$ cat src/rtl/hashin_deframer.sv
// Reassembles framed 64-bit hashin words plus a nonce into a 640-bit block header
// for the hash core, with framing resync, nonce consistency checks and a stop/flush handshake.
module hashin_deframer #(
    parameter logic [63:0] HDR_WORD = 64'h8000000000000280,
    parameter int          NWORDS   = 10
) (
    input  logic                  clk,
    input  logic                  rst,
    input  logic [63:0]           hashin_fifo_dout,
    input  logic                  hashin_fifo_empty,
    output logic                  hashin_fifo_rd_en,
    input  logic [31:0]           nonce_fifo_dout,
    input  logic                  nonce_fifo_empty,
    output logic                  nonce_fifo_rd_en,
    output logic                  msg_valid,
    input  logic                  msg_ready,
    output logic [NWORDS*64-1:0]  msg_data,
    output logic [31:0]           msg_nonce,
    output logic                  msg_nonce_mismatch,
    input  logic                  stop,
    output logic                  stop_ack,
    output logic [15:0]           frame_err_cnt,
    output logic [15:0]           nonce_err_cnt
);

    localparam int CW = $clog2(NWORDS + 1);

    typedef enum logic [2:0] {IDLE, LOAD, NONCE, OUT, FLUSH} state_t;

    state_t        state, next_state;
    logic [CW-1:0] word_cnt;
    logic          hdr_match;
    logic          fifos_empty;
    logic [31:0]   nonce_swapped;

    assign hdr_match     = (hashin_fifo_dout == HDR_WORD);
    assign fifos_empty   = hashin_fifo_empty && nonce_fifo_empty;
    assign nonce_swapped = {nonce_fifo_dout[7:0], nonce_fifo_dout[15:8],
                            nonce_fifo_dout[23:16], nonce_fifo_dout[31:24]};

    always_ff @(posedge clk) begin
        if (rst) begin
            state <= IDLE;
        end else begin
            state <= next_state;
        end
    end

    always_comb begin
        next_state = state;
        case (state)
            IDLE: begin
                if (stop) begin
                    next_state = FLUSH;
                end else if (hashin_fifo_rd_en && hdr_match) begin
                    next_state = LOAD;
                end
            end
            LOAD: begin
                if (stop) begin
                    next_state = FLUSH;
                end else if (hashin_fifo_rd_en && word_cnt == CW'(NWORDS - 1)) begin
                    next_state = NONCE;
                end
            end
            NONCE: begin
                if (stop) begin
                    next_state = FLUSH;
                end else if (nonce_fifo_rd_en) begin
                    next_state = OUT;
                end
            end
            OUT: begin
                // A transfer in the same cycle as stop still completes before flushing.
                if (msg_ready) begin
                    next_state = stop ? FLUSH : IDLE;
                end else if (stop) begin
                    next_state = FLUSH;
                end
            end
            FLUSH: begin
                if (!stop && fifos_empty) begin
                    next_state = IDLE;
                end
            end
            default: next_state = IDLE;
        endcase
    end

    always_comb begin
        hashin_fifo_rd_en = 1'b0;
        nonce_fifo_rd_en  = 1'b0;
        case (state)
            IDLE, LOAD: hashin_fifo_rd_en = !stop && !hashin_fifo_empty;
            NONCE:      nonce_fifo_rd_en  = !stop && !nonce_fifo_empty;
            FLUSH: begin
                hashin_fifo_rd_en = !hashin_fifo_empty;
                nonce_fifo_rd_en  = !nonce_fifo_empty;
            end
            default: ;
        endcase
    end

    // Registered datapath and status outputs.
    always_ff @(posedge clk) begin
        if (rst) begin
            word_cnt           <= '0;
            msg_valid          <= 1'b0;
            msg_data           <= '0;
            msg_nonce          <= '0;
            msg_nonce_mismatch <= 1'b0;
            stop_ack           <= 1'b0;
            frame_err_cnt      <= '0;
            nonce_err_cnt      <= '0;
        end else begin
            msg_valid <= (next_state == OUT);
            stop_ack  <= (state == FLUSH) && (next_state == FLUSH) && fifos_empty;

            if (state == IDLE && hashin_fifo_rd_en) begin
                if (hdr_match) begin
                    word_cnt <= '0;
                end else if (frame_err_cnt != 16'hFFFF) begin
                    frame_err_cnt <= frame_err_cnt + 16'd1;
                end
            end

            if (state == LOAD && hashin_fifo_rd_en) begin
                msg_data <= {msg_data[NWORDS*64-65:0], hashin_fifo_dout};
                word_cnt <= word_cnt + CW'(1);
            end

            if (state == NONCE && nonce_fifo_rd_en) begin
                msg_nonce          <= nonce_fifo_dout;
                msg_nonce_mismatch <= (msg_data[31:0] != nonce_swapped);
                if (msg_data[31:0] != nonce_swapped && nonce_err_cnt != 16'hFFFF) begin
                    nonce_err_cnt <= nonce_err_cnt + 16'd1;
                end
            end
        end
    end

endmodule

$ cat config.mk
export PLATFORM = sky130hd
export DESIGN_NAME = hashin_deframer
export DESIGN_NICKNAME = d
export VERILOG_FILES = /design/src/rtl/hashin_deframer.sv
export SDC_FILE = /design/constraint.sdc
export NUM_CORES = 1
export LEC_CHECK = 0
export CAP_MARGIN = 40
export CORE_AREA = 3 3 311 313
export CTS_CLUSTER_SIZE = 30
export DETAILED_ROUTE_END_ITERATION = 7
export DIE_AREA = 0 0 314 316
export PLACE_DENSITY = 0.48
export SYNTH_ARGS = -nofsm -noshare
export SYNTH_HDL_FRONTEND = slang
export SYNTH_SLANG_ARGS = --single-unit
export TNS_END_PERCENT = 20
$ cat constraint.sdc
create_clock -name clk -period 2.5 [get_ports clk]
set_input_delay 0.5 -clock clk [delete_from_list [all_inputs] [get_ports clk]]
set_output_delay 0.5 -clock clk [all_outputs]
set_load 0.1 [all_outputs]
==> results of run 1 <==
## cell usage after synthesis (all sizes together), types with 2 or more instances
cell type / instances
xor2: 34
nor2: 39
buf: 39
dfxtp: 714
ha: 4
nand2b: 4
nor3: 11
nor4b: 8
nand3: 13
or3: 3
nor3b: 2
or2: 3
inv: 6
nor2b: 10
o21ai: 3
o31ai: 4
nand2: 1361
a21oi: 683
mux2: 10
nand4: 16
or4: 4
a211oi: 4
nor4: 32
and3: 5
clkbuf: 198
xnor2: 12
and4: 2
## stage by stage
step | setup slack [ns] | utilization | hold WS (ns)
finish | 0.06290 | 0.3904 | 0.3096
global route | -0.004271 | 0.3904 | 0.2950
CTS | 0.009408 | 0.3904 | 0.2722
detailed placement | -0.4796 | 0.3603 | 0.4472
global placement | -0.4814 | 0.3603 | 0.4423
floorplan | -0.2953 | - | 0.4520
## worst max path at each step
stage          slack, ns            startpoint  cells after the start           endpoint
6_report            0.06                  stop                      6  hashin_fifo_rd_en
5_1_grt           -0.004              state[2]                      5  hashin_fifo_rd_en
4_1_cts            0.009              state[2]                      5  hashin_fifo_rd_en
3_5_place_dp       -0.48  hashin_fifo_dout[27]                     10  frame_err_cnt[12]
3_3_place_gp       -0.48  hashin_fifo_dout[27]                     10  frame_err_cnt[12]
2_1_floorplan      -0.30      frame_err_cnt[6]                      6  frame_err_cnt[12]
## worst reg2reg max path: cells and delay by family (launching register included)
kind / cells / cell delay (ns)
simple gates: 3 / 0.48
compound gates: 1 / 0.73
mux: 1 / 0.33
flops: 1 / 0.40
fa+ha+maj: 1 / 0.22
## kinds of logic after synthesis
group / share of synthesized area
compound gates: 0.1406
xor+xnor: 0.01583
fa+ha+maj: 0.001967
buf+inv: 0.03791
flops: 0.5617
mux: 0.004425
simple gates: 0.2375
## layer usage
metal / routed length (um) / track usage
met1: 46730 / 0.2644
met2: 51590 / 0.3406
met3: 6893 / 0.05027
met4: 3763 / 0.08104
met5: 0 / 0
## registers in the layout (all words and copies together) (netlist names)
name and cells:
msg_data 640, nonce_err_cnt 16, msg_valid 1, frame_err_cnt 16, msg_nonce 32, state 3
stop_ack 1, word_cnt 4, msg_nonce_mismatch 1
## repair_timing
| action | in CTS | in global routing |
|---|---|---|
| pin swaps | 1 | 1 |
| setup buffers | 1 | 0 |
| setup endpoints to repair | 1 | 3 |
| resized for setup | 2 | 1 |
| hold buffers | 0 | 0 |
## area by class of cell
| type | count | area [um2] | share of cell area |
|---|---|---|---|
| antenna | 2 | 5.005 | 0.0001355 |
| clock buffer | 120 | 2416 | 0.06542 |
| tap | 1265 | 1583 | 0.04286 |
| timing repair buffer | 965 | 7978 | 0.2160 |
| inverter | 6 | 22.52 | 0.0006098 |
| multi-input combinational | 2276 | 10220 | 0.2769 |
| sequential | 714 | 14300 | 0.3871 |
| clock inverter | 33 | 406.6 | 0.01101 |
## report_power, final
group | internal (mW) | switching [mW] | leakage (nW) | total, mW
Clock | 7.39 | 5.17 | 1.40 | 12.6
Sequential | 11.4 | 0.00249 | 5.75 | 11.4
Combinational | 0.288 | 0.379 | 6.97 | 0.667
Total | 19.1 | 5.55 | 14.1 | 24.6
==> run_results.csv, run 1 <==
group,metric,value,unit
final_layout,final_cell_mix,"1361 x nand2_1, 826 x buf_4, 713 x dfxtp_1",
logic_synthesis,synth_ff_type,"dfxtp_1",
logic_synthesis,syn_nets,3339,
run_status,status,"finished, final reports clean",
place,place_congestion,0.8473,
logic_synthesis,ys_types,49,
timing,setup_violations,0,
setup_path,end_kind,"output port",
routing,routedWlPerCell,20.25,um
cts,clock-root-buffer,"clkbuf_16",
routing,drc,0,
grt,antenna_found_initial,3,
logic_synthesis,synthCells,3233,
run,max_cap_viol_count,0,
setup_path,worstReg2RegStart,"frame_err_cnt[1]",
routing,wl,109.0,mm
die,core.rowCount,113,
final_layout,fin_cells,5381,
die,initial_core_util,0.2690,
grt,grt_pass1_vias,22990,
logic_synthesis,ys_warn_count,0,
place,dpl_cell_area,34080,um2
setup_path,crit_type,"in -> out",
cts,htree_levels,3,
final_layout,mostFrequentLayoutCell,"nand2_1",
final_layout,drive_above_1_share,0.2499,
setup_path,slowest_stage,"clkdlybuf4s50_1",
setup_path,cp-start-kind,"input pin",
setup_path,reg2reg_setup_slack,0.23,ns
timing,worstMarginPinSlew,0.7538,ns
routing,num_vias,24360,
place,place.detailed.hpwl,81.48,mm
setup_path,reg2reg_depth,6,
logic_synthesis,synth-async-reset-ratio,0,
cts,path_clk_slew,0.06,ns
routing,viasPerCell,4.527,
timing,fin_crit,2.437,ns
place,io_buffer_count,810,
timing,slew_headroom,0.4957,
die,floorplan.die.width,314,um
setup_path,required,2.00,ns
power,power,24.61,mW
logic_synthesis,yosysTopAreaCell,"dfxtp_1",
grt,grt_max_degree,110,
setup_path,cp.arrival,1.94,ns
setup_path,critPathMaxStageDelay,0.46,ns
worst_hold_path,hold_start,"rst",
worst_hold_path,hold_path_class,"in -> reg",
cts,clock_latency,0.65,ns
power,power_leakage,14.12,nW
logic_synthesis,netlist.area_leader.share,0.5617,
setup_path,cp_top_family,"buffers and inverters",
logic_synthesis,synth_edf_count,0,
worst_hold_path,worstHoldEndpoint,"msg_data[132]",
setup_path,timing.critical_path.mode_cell,"buf_4",
cts,clock_path_buffers,3,
timing,maxSlewViolCount,0,
routing,firstDrtPassIters,5,
timing,fmax,410.3,MHz
logic_synthesis,synth-seq-cells,714,
grt,grt_pass1_wl,156.0,mm
cts,cts.sink_count,714,
die,core_area,94590,um2
final_layout,nFillCells,10020,
grt,grt.total_usage,0.2080,
worst_hold_path,min_path_cells,2,
setup_path,rr_endpoint,"frame_err_cnt[12]",
final_layout,syn2layout_area_growth,45.13,%
logic_synthesis,yosysSeqAreaShare,0.5617,
timing,skew,0.01777,ns
routing,antenna_left,0,
power,power.density,666.3,nW/um2
power,peakVddDrop,0.4750,mV
die,ios,811,
setup_path,crit_chain,"clkdlybuf4s50_1 > buf_4 > or2_4 > buf_4 > a21boi_4 > buf_12",
cts,cts_tree,"built",
routing,first_iter_violations,2022,
logic_synthesis,syn_area,25450,um2
logic_synthesis,avgSynthCellArea,7.871,um2
place,place_inst,5225,
final_layout,fin_nets,4152,
timing,rsz0062_at_grt,"yes",
final_layout,final_area,36930,um2
timing,fin_crit_sh,0.9748,
timing,hold_violations,0,
setup_path,crit_fanout,4,
cts,numCtsBuffers,83,
grt,gr-total-overflow,0,
logic_synthesis,ys_top_cells_by_area,"dfxtp_1 56%, nand2_1 20%, a21oi_1 13%",
setup_path,cp.buffers_inverters,4,
timing,fin_setup_tns,0,ns
die,dieArea,99220,um2
die,die_y,316,um
(Power assumes the default switching activity.)
==> run 2, diff against run 1 <==
--- a/config.mk
+++ b/config.mk
@@ -6,10 +6,11 @@
 export NUM_CORES = 1
 export LEC_CHECK = 0
 export CAP_MARGIN = 40
-export CORE_AREA = 3 3 311 313
+export CORE_AREA = 4 4 312 314
 export CTS_CLUSTER_SIZE = 30
 export DETAILED_ROUTE_END_ITERATION = 7
-export DIE_AREA = 0 0 314 316
+export DIE_AREA = 0 0 316 318
+export MAX_ROUTING_LAYER = met4
 export PLACE_DENSITY = 0.48
 export SYNTH_ARGS = -nofsm -noshare
 export SYNTH_HDL_FRONTEND = slang
==> run_results.csv, run 2 (same netlist as run 1, synthesis figures left out) <==
group,metric,value,unit
die,ios,811,
worst_hold_path,hold_path_class,"in -> reg",
setup_path,critPathMaxStageDelay,0.40,ns
die,initial_core_util,0.2690,
final_layout,largest_reg_flops,640,
final_layout,drive_above_1_share,0.2510,
timing,slew_headroom,0.4918,
grt,grt.total_usage,0.2087,
die,dieArea,100500,um2
timing,timing.final.ws_setup,0.1170,ns
cts,numCtsBuffers,84,
setup_path,cp-start-kind,"register",
timing,rsz0062_at_grt,"no",
cts,clock-root-buffer,"clkbuf_16",
die,die_y,318,um
grt,grt_max_degree,89,
place,place_congestion,0.8672,
setup_path,worstReg2RegStart,"frame_err_cnt[9]",
routing,viasPerCell,4.511,
cts,htree_levels,3,
final_layout,final_cell_mix,"1361 x nand2_1, 834 x buf_4, 714 x dfxtp_1",
routing,routedWlPerCell,20.03,um
routing,wl,108.0,mm
final_layout,syn2layout_area_growth,45.73,%
routing,firstDrtPassIters,5,
place,dpl_cell_area,34290,um2
setup_path,reg2reg_setup_slack,0.23,ns
cts,clock_path_buffers,3,
timing,hold_ws,0.2730,ns
final_layout,final_area,37080,um2
routing,drc,0,
setup_path,crit_fanout,9,
cts,cts_tree,"built",
setup_path,crit_end,"hashin_fifo_rd_en",
timing,fin_crit,2.383,ns
routing,antenna_left,0,
timing,fin_crit_sh,0.9532,
timing,setup_violations,0,
setup_path,rr_endpoint,"frame_err_cnt[12]",
grt,grt_pass1_vias,22610,
place,io_buffer_count,810,
setup_path,reg2reg_depth,6,
routing,first_iter_violations,1705,
cts,path_clk_slew,0.06,ns
cts,cts_hold_buf,0,
final_layout,mostFrequentLayoutCell,"nand2_1",
final_layout,top_register,"msg_data",
timing,skew,0.03122,ns
cts,cts.sink_count,714,
power,peakVddDrop,0.5119,mV
die,core_area,94590,um2
setup_path,cp-startpoint,"state[2]",
timing,fmax,419.6,MHz
cts,clock_latency,0.65,ns
power,power_leakage,14.19,nW
setup_path,slowest_stage,"dfxtp_1",
final_layout,reg.largest.list,"msg_data x640, msg_nonce x32",
power,power.density,656.3,nW/um2
setup_path,required,2.00,ns
setup_path,crit_chain,"or2_1 > buf_4 > a21boi_4 > buf_12",
timing,maxSlewViolCount,0,
grt,grt_pass1_wl,155.0,mm
place,post-place-ws,-0.5408,ns
timing,worstMarginPinSlew,0.7597,ns
setup_path,cp.arrival,1.88,ns
place,place.detailed.hpwl,82.17,mm
setup_path,end_kind,"output port",
die,floorplan.die.width,316,um
final_layout,nFillCells,10050,
die,core.rowCount,113,
grt,gr-total-overflow,0,
final_layout,fin_nets,4168,
setup_path,crit_type,"reg -> out",
run_status,status,"finished, final reports clean",
timing,hold_violations,0,
grt,antenna_found_initial,3,
routing,num_vias,24330,
final_layout,n_antenna_cell,0,
run,max_cap_viol_count,0,
[run 2: cell count changes in the layout (fill, tap and decap cells not counted), sizes merged]
cell	previous run	this run
clkdlybuf4s50	100	99
buf	865	880
diode	2	0
clkbuf	120	128
inv	10	9
clkinvlp	1	3
bufinv	6	4
clkinv	22	14
dlymetal6s2s	0	1
[run 2: worst min-delay path by stage]
stage | cells after the start | to | slack [ns] | startpoint
floorplan | 2 | word_cnt[3] | 0.45 | word_cnt[3]
global placement | 2 | msg_data[602] | 0.44 | msg_data[602]
detailed placement | 2 | msg_data[593] | 0.45 | msg_data[593]
global route | 3 | state[0] | 0.24 | stop
CTS | 2 | msg_data[134] | 0.26 | rst
finish | 3 | state[0] | 0.27 | stop
[run 2: layer usage]
metal	vias to the layer above	global-route usage	wire, um
met3	163	0.04278	6012
met2	656	0.3367	51400
met1	11290	0.2608	46960
met5	-	-	0
li1	12210	-	-
met4	0	0.06909	3674
[run 2: area by class of cell]
type	count	area, um2	area share
Multi-Input combinational cell	2276	10220	0.2757
Clock buffer	128	2509	0.06765
Clock inverter	24	272.8	0.007355
Inverter	6	22.52	0.0006073
Sequential cell	714	14290	0.3855
Tap cell	1265	1583	0.04268
Timing Repair Buffer	980	8180	0.2206
[run 2: worst max-delay path: cells and delay by family (launching register included)]
family | cells | cell delay [ns]
compound gates | 1 | 0.19
buf+inv | 2 | 0.35
flops | 1 | 0.40
simple gates | 1 | 0.30
[run 2: what timing repair did]
| action | in CTS | in global routing |
|---|---|---|
| endpoints found under the hold margin | 0 | 0 |
| buffers inserted | 0 | 0 |
| gates resized for setup | 1 | 1 |
| endpoints found under the setup margin | 1 | 1 |
[run 2: stage by stage]
| step | TNS, ns | cells | total power [mW] | util |
|---|---|---|---|---|
| 2_1_floorplan | -2.578 | 3233 | 11.88 | - |
| 3_3_place_gp | -10.87 | 5241 | 12.29 | 0.3625 |
| 3_5_place_dp | -11.16 | 5241 | 12.29 | 0.3625 |
| 4_1_cts | 0 | 5393 | 24.74 | 0.3920 |
| 5_1_grt | 0 | 5393 | 25.17 | 0.3921 |
| 6_report | 0 | 5393 | 24.34 | 0.3921 |
[run 2: power breakdown]
| group | switching (mW) | internal [mW] | total (mW) |
|---|---|---|---|
| registers | 0.00431 | 11.4 | 11.4 |
| clock network | 4.96 | 7.34 | 12.3 |
| logic | 0.373 | 0.279 | 0.652 |
==> run 3, diff against run 2 <==
--- a/config.mk
+++ b/config.mk
@@ -10,6 +10,7 @@
 export CTS_CLUSTER_SIZE = 30
 export DETAILED_ROUTE_END_ITERATION = 7
 export DIE_AREA = 0 0 316 318
+export GPL_ROUTABILITY_DRIVEN = 0
 export MAX_ROUTING_LAYER = met4
 export PLACE_DENSITY = 0.48
 export SYNTH_ARGS = -nofsm -noshare
==> results of run 3 <==
No change in the layout: final DEF, timing and power equal those of run 2.
